[config.mk]
export PLATFORM = sky130hd
export DESIGN_NAME = cfo_phase_align
export DESIGN_NICKNAME = d
export VERILOG_FILES = /design/src/rtl/cfo_phase_align_pkg.sv /design/src/rtl/axis_var_delay.sv /design/src/rtl/cfo_phase_align.sv
export SDC_FILE = /design/constraint.sdc
export NUM_CORES = 2
export LEC_CHECK = 0
export ABC_AREA = 1
export BUFFER_PORTS_ARGS = -buffer_cell sky130_fd_sc_hd__buf_2
export CAP_MARGIN = 20
export CORE_MARGIN = 4
export CORE_UTILIZATION = 63
export DETAILED_ROUTE_END_ITERATION = 6
export PLACE_DENSITY = 0.8
export SLEW_MARGIN = 0
export SYNTH_ARGS = -nofsm -noshare
export SYNTH_HDL_FRONTEND = slang
export SYNTH_SLANG_ARGS = --single-unit
[constraint.sdc]
create_clock -name clk_i -period 4.9 [get_ports clk_i]
set_input_delay 1.47 -clock clk_i [delete_from_list [all_inputs] [get_ports clk_i]]
set_output_delay 1.47 -clock clk_i [all_outputs]
set_load 0.1 [all_outputs]
[src/rtl/cfo_phase_align_pkg.sv]
// Shared helpers for the CFO phase accumulator and alignment delay.
// Latency: n/a (constant functions only).
// Backpressure: n/a.
package cfo_phase_align_pkg;

  // Bit width that can hold every delay value 0..max_d inclusive.
  function automatic int delay_width(input int max_d);
    return $clog2(max_d + 1);
  endfunction

  // Map a requested delay onto the legal range 1..max_d.
  // A zero delay would read the slot being written this cycle, so it becomes 1.
  function automatic int unsigned clamp_delay(input int unsigned req, input int unsigned max_d);
    if (req == 0) begin
      return 1;
    end else if (req > max_d) begin
      return max_d;
    end else begin
      return req;
    end
  endfunction

  // LSB position of lane 'lane' in a packed multi-lane bus of 'dw'-bit lanes.
  function automatic int unsigned lane_lsb(input int unsigned lane, input int unsigned dw);
    return lane * dw;
  endfunction

endpackage

[src/rtl/axis_var_delay.sv]
// Runtime-programmable delay line for a {valid, data} stream, counted in clock cycles.
// Latency: exactly D cycles input to output, D in 1..MAX_DELAY.
// Backpressure: none; written every cycle, valid is masked while a delay change flushes.
module axis_var_delay
  import cfo_phase_align_pkg::*;
#(
  parameter int DW        = 32,
  parameter int MAX_DELAY = 32
) (
  input  logic                             clk_i,
  input  logic                             reset_i,
  input  logic [DW-1:0]                    in_dat,
  input  logic                             in_vld,
  input  logic [$clog2(MAX_DELAY+1)-1:0]   delay_i,
  input  logic                             delay_we_i,
  output logic [DW-1:0]                    out_dat,
  output logic                             out_vld,
  output logic                             busy
);

  localparam int DLY_W = delay_width(MAX_DELAY);
  localparam int PTR_W = $clog2(MAX_DELAY);

  // Each slot stores {valid, data}; valid sits in the top bit.
  logic [DW:0]      mem_q [MAX_DELAY];
  logic [PTR_W-1:0] wr_ptr;
  logic [PTR_W-1:0] rd_ptr;
  logic [DLY_W-1:0] dly_q;
  logic [DLY_W-1:0] flush_q;
  logic [DLY_W-1:0] new_dly;
  logic [DW:0]      out_q;
  int               rd_idx;

  // Clamp the requested delay into 1..MAX_DELAY.
  always_comb begin
    new_dly = DLY_W'(clamp_delay(32'(delay_i), 32'(MAX_DELAY)));
  end

  // Read slot sits D-1 entries behind the write slot; the output register adds
  // the final cycle. Wrap is done by a single conditional subtract so any
  // MAX_DELAY works, not only powers of two.
  always_comb begin
    rd_idx = int'(wr_ptr) + MAX_DELAY - (int'(dly_q) - 1);
    if (rd_idx >= MAX_DELAY) begin
      rd_idx = rd_idx - MAX_DELAY;
    end
    rd_ptr = PTR_W'(rd_idx);
  end

  // Circular buffer write and write-pointer advance; reset drops all in-flight entries.
  always_ff @(posedge clk_i) begin
    if (reset_i) begin
      for (int i = 0; i < MAX_DELAY; i++) begin
        mem_q[i] <= '0;
      end
      wr_ptr <= '0;
    end else begin
      mem_q[wr_ptr] <= {in_vld, in_dat};
      if (wr_ptr == PTR_W'(MAX_DELAY - 1)) begin
        wr_ptr <= '0;
      end else begin
        wr_ptr <= wr_ptr + 1'b1;
      end
    end
  end

  // Output register; D=1 bypasses the buffer because the read slot would be
  // the one being written in the same cycle.
  always_ff @(posedge clk_i) begin
    if (reset_i) begin
      out_q <= '0;
    end else if (dly_q == DLY_W'(1)) begin
      out_q <= {in_vld, in_dat};
    end else begin
      out_q <= mem_q[rd_ptr];
    end
  end

  // Delay register and flush counter. A real change of D starts a D-cycle
  // flush so no sample ever emerges with the wrong latency; rewriting the same
  // D leaves the stream untouched.
  always_ff @(posedge clk_i) begin
    if (reset_i) begin
      dly_q   <= DLY_W'(MAX_DELAY);
      flush_q <= '0;
    end else if (delay_we_i && (new_dly != dly_q)) begin
      dly_q   <= new_dly;
      flush_q <= new_dly;
    end else if (flush_q != '0) begin
      flush_q <= flush_q - 1'b1;
    end
  end

  assign busy    = (flush_q != '0);
  assign out_dat = out_q[DW-1:0];
  assign out_vld = out_q[DW] & ~busy;

endmodule

[src/rtl/cfo_phase_align.sv]
// CFO increment register, wrapped DDS phase accumulator and multi-lane alignment delay.
// Latency: phase 1 cycle after each valid sample; samples delayed by programmable D cycles.
// Backpressure: none; every input is accepted every cycle (no tready).
module cfo_phase_align
  import cfo_phase_align_pkg::*;
#(
  parameter int IN_DW     = 32,
  parameter int NUM_CH    = 1,
  parameter int PHASE_DW  = 20,
  parameter int CFO_DW    = 20,   // must not exceed PHASE_DW
  parameter int MAX_DELAY = 32    // must be at least 2
) (
  input  logic                             clk_i,
  input  logic                             reset_i,
  input  logic [NUM_CH*IN_DW-1:0]          s_axis_in_tdata,
  input  logic                             s_axis_in_tvalid,
  input  logic [CFO_DW-1:0]                cfo_inc_i,
  input  logic                             cfo_valid_i,
  input  logic                             cfo_mode_i,
  input  logic                             phase_sync_i,
  input  logic [$clog2(MAX_DELAY+1)-1:0]   delay_i,
  input  logic                             delay_we_i,
  output logic [PHASE_DW-1:0]              m_axis_phase_tdata,
  output logic                             m_axis_phase_tvalid,
  output logic [NUM_CH*IN_DW-1:0]          m_axis_out_tdata,
  output logic                             m_axis_out_tvalid,
  output logic [PHASE_DW-1:0]              cfo_inc_o,
  output logic                             delay_busy_o
);

  localparam int DATA_W = NUM_CH * IN_DW;

  logic signed [PHASE_DW-1:0] cfo_ext;
  logic        [PHASE_DW-1:0] inc_q;
  logic        [PHASE_DW-1:0] acc_q;
  logic        [PHASE_DW-1:0] acc_next;
  logic        [PHASE_DW-1:0] phase_q;
  logic                       phase_vld_q;

  // Detector increments are signed; widen with sign extension before use.
  assign cfo_ext  = PHASE_DW'($signed(cfo_inc_i));
  assign acc_next = acc_q + inc_q;

  // Effective increment: the detector reports the offset to remove, hence the
  // negation in both modes. Arithmetic wraps; no saturation.
  always_ff @(posedge clk_i) begin
    if (reset_i) begin
      inc_q <= '0;
    end else if (cfo_valid_i) begin
      if (cfo_mode_i) begin
        inc_q <= -cfo_ext;
      end else begin
        inc_q <= inc_q - cfo_ext;
      end
    end
  end

  // Phase accumulator; a sample arriving with a CFO strobe still uses the old
  // increment because inc_q only changes at this same edge. Sync wins over
  // accumulation and yields a zero phase for a coincident sample.
  always_ff @(posedge clk_i) begin
    if (reset_i) begin
      acc_q       <= '0;
      phase_q     <= '0;
      phase_vld_q <= 1'b0;
    end else begin
      phase_vld_q <= s_axis_in_tvalid;
      if (phase_sync_i) begin
        acc_q <= '0;
        if (s_axis_in_tvalid) begin
          phase_q <= '0;
        end
      end else if (s_axis_in_tvalid) begin
        acc_q   <= acc_next;
        phase_q <= acc_next;
      end
    end
  end

  assign m_axis_phase_tdata  = phase_q;
  assign m_axis_phase_tvalid = phase_vld_q;
  assign cfo_inc_o           = inc_q;

  // All lanes share one valid, so the whole packed bus travels as one entry.
  axis_var_delay #(
    .DW        (DATA_W),
    .MAX_DELAY (MAX_DELAY)
  ) u_delay (
    .clk_i      (clk_i),
    .reset_i    (reset_i),
    .in_dat     (s_axis_in_tdata),
    .in_vld     (s_axis_in_tvalid),
    .delay_i    (delay_i),
    .delay_we_i (delay_we_i),
    .out_dat    (m_axis_out_tdata),
    .out_vld    (m_axis_out_tvalid),
    .busy       (delay_busy_o)
  );

endmodule
==> metrics.txt <==
number of diodes=0; relative slew slack=0.222; Die W=300 microns; CTS Buf Count=116; setup bufs post-CTS=0; P_leak=23.9 nW; Synth Register Bits=1167; Worst EP required=5.56 ns; CP Capture Type=flop; clock tree from TritonCTS=built; fmax=268 MHz; Critical Path Source Type=flop; CTS root buf=clkbuf_16; distinct cell type count of the synthesized netlist=30; global route total overflow=0; Hold-fix buffers, CTS=0; synth warn=0; drt drc=0; critical path's largest stage delay=1.01 ns; Finished Core Util=0.709; skew final=0.0553 ns; post-CTS resize count=0; DR pass1 iterations=6; Die Area=0.0898 sq mm; Slew Limit Fails=0; final WL=157000 microns; final setup violation count=0; vias in the first global route=40600; crit path launch=u_delay.dly_q[0]$_SDFFE_PP0P_; Final Hold Vio Count=0; top post-synthesis cells by area=edfxtp_1 59%, nor2_1 14%, o21ai_0 5.7%; CP arrival=4.40 ns; # rows=106; antenna viol nets, final=0; worst r2r src=u_delay.dly_q[0]$_SDFFE_PP0P_; core area=0.0840 sq mm; Syn Area/Cell=9.64 sq um; actual slew at the worst max-slew pin=1.17 ns; setup TNS=0 ns; wire length per cell=23.4 microns; R2R Path End=u_delay.out_q[2]$_SDFF_PP0_; later-pin clock latency in the skew report=0.72 ns; Layout fillers=5805; routability cong.=0.936; H-Tree Depth=3; register area=0.0339 sq mm; first-pass GRT wire length=236000 microns; initial antenna violation count=0; starting density of the core=0.638; Setup CP Type=flop to flop; DRT iter0 DRCs=6391; PwrDens=438 mW/mm^2; crit-path most repeated cell=nand2_1; Critical Path End=u_delay.out_q[2]$_SDFF_PP0_; Post-DP HPWL=86200 microns; area delta synth->final=11.1%; clk slew on worst S/H paths=0.06 ns; post-synthesis cell area=0.0536 sq mm; area of the multi-input gates=0.0173 sq mm; Max Cap Viol=0; Seq/Total Area, Yosys=0.633; maximum clock path buffer count=3; min Tclk post-route=3.74 ns; Worst VDD drop=0.384 mV; CP max-delay cell=fa_4; routed via count=42100; post-synth top area share=0.592; GRT Total Usage=0.343; I/O Pins=140; largest net degree at the start of global routing=183; Max FO, Critical Path=74; share of layout cells above drive strength 1=0.0885; worst hold path type=flop to flop; RSZ-0062 raised after global routing=false; Die H=300 microns; Post-Syn Instances=5561; port bufs=139; FF-to-FF path depth=12; Period Utilization, post-route=0.763; clock tree sinks=1167; vias per cell=6.28; syn_nets=5679; outcome=completed; Yosys top cell by area=edfxtp_1; Final nets=5589; critical-path cell list=inv_1 -> ha_1 -> fa_4 -> buf_12 -> o21ai_0 -> o211ai_1 -> nand2_1 -> o21ai_1 -> nand2_1 -> nand3_1 -> nand2_1 -> inv_1; r2r setup slk=1.16 ns
metrics by stage:
step	hold slack [ns]	power [mW]	area [sq um]	setup WS [ns]	std cells
5_1_grt	0.473	27.0	59600	1.01	6707
3_3_place_gp	0.433	17.3	55300	1.12	6467
2_1_floorplan	0.430	15.7	53600	0.0389	5561
6_report	0.449	26.1	59600	1.16	6707
4_1_cts	0.451	26.0	59200	1.16	6693
3_5_place_dp	0.437	17.4	55400	1.06	6473
Yosys cell counts:
| cell | n |
|---|---|
| a31o_2 | 1 |
| inv_1 | 210 |
| ha_1 | 50 |
| nor3_1 | 13 |
| nand3_1 | 194 |
| xnor2_1 | 8 |
| a21oi_1 | 108 |
| xnor2_2 | 2 |
| a21boi_0 | 2 |
| o21bai_1 | 4 |
| nand2_1 | 399 |
| fa_1 | 3 |
| clkinv_1 | 3 |
| a21o_1 | 6 |
| o21ai_0 | 606 |
| buf_2 | 63 |
| or2_2 | 3 |
| nor2_1 | 1934 |
| clkbuf_1 | 361 |
| nand3b_1 | 4 |
| dfxtp_1 | 111 |
| o21ai_1 | 65 |
| inv_2 | 2 |
| nand4_1 | 8 |
| xor2_1 | 14 |
| o21a_1 | 2 |
| o211ai_1 | 267 |
| buf_1 | 28 |
| edfxtp_1 | 1056 |
| buf_4 | 34 |
critical path, delay by kind of cell, from the launching register on:
family / cells / cell delay [ns]
AO/OA/AOI/OAI: 3 / 0.73
flip-flops: 1 / 0.38
buffers and inverters: 3 / 0.55
AND/OR/NAND/NOR: 4 / 0.58
adder cells (fa/ha/maj): 2 / 1.38
final cells by class:
type	count	area share
clock buffer	161	0.0536
tap	1134	0.0238
sequential	1167	0.570
multi-input combinational	3693	0.290
inverter	215	0.0138
clock inverter	59	0.00924
timing repair buffer	278	0.0401
per-layer routing:
layer,vias up,GRT usage,share of wire
li1,18700,-,-
met1,19900,0.455,0.35
met2,3089,0.548,0.47
met3,516,0.0631,0.13
met4,0,0.176,0.058
met5,-,0,0
cells by family after synthesis:
group / after synthesis / synth area share
AOI/OAI and AO/OA: 1061 / 0.112
and+or+nand+nor: 2555 / 0.185
adders and majority gates: 53 / 0.0128
xor gates and xnor gates: 24 / 0.00420
DFF: 1167 / 0.633
buffers and inverters: 701 / 0.0530
how the worst min path moves through the flow:
stage,from,to,slack (ns),depth (start not counted)
global route,acc_q[17]$_SDFFE_PP0P_,acc_q[17]$_SDFFE_PP0P_,0.47,2
finish,m_axis_phase_tdata[19]$_SDFFE_PP0P_,m_axis_phase_tdata[19]$_SDFFE_PP0P_,0.45,2
detailed placement,m_axis_phase_tdata[4]$_SDFFE_PP0P_,m_axis_phase_tdata[4]$_SDFFE_PP0P_,0.44,2
CTS,m_axis_phase_tdata[4]$_SDFFE_PP0P_,m_axis_phase_tdata[4]$_SDFFE_PP0P_,0.45,2
floorplan,acc_q[2]$_SDFFE_PP0P_,acc_q[2]$_SDFFE_PP0P_,0.43,2
global placement,m_axis_phase_tdata[9]$_SDFFE_PP0P_,m_axis_phase_tdata[9]$_SDFFE_PP0P_,0.43,2
state kept, by name, indices dropped and copies added, names as in the netlist:
signal               count
u_delay.wr_ptr           5
u_delay.flush_q          6
m_axis_phase_tvalid      1
cfo_inc_o               20
u_delay.mem_q         1056
u_delay.out_q           33
u_delay.dly_q            6
acc_q                   20
m_axis_phase_tdata      20
report_power, final:
part,total (mW),internal (mW),leakage [nW],switching (mW)
clock network,8.70,4.89,1.83,3.81
logic,5.84,1.48,10.2,4.36
registers,11.5,11.3,11.9,0.195
layout by cell type, fill, tap and decap left out, drive strengths merged:
cell type,instances
ha,50
nand3b,4
nand4,8
nand2,399
clkbuf,161
nor3,13
edfxtp,1056
nor2,1934
xnor2,10
o21bai,4
clkinvlp,3
a21o,6
nand3,194
o21a,2
o21ai,671
or2,3
a31o,1
clkinv,48
a21boi,2
dfxtp,111
inv,217
xor2,14
a21oi,108
fa,3
bufinv,6
buf,278
o211ai,267
(Power assumes the default switching activity.)
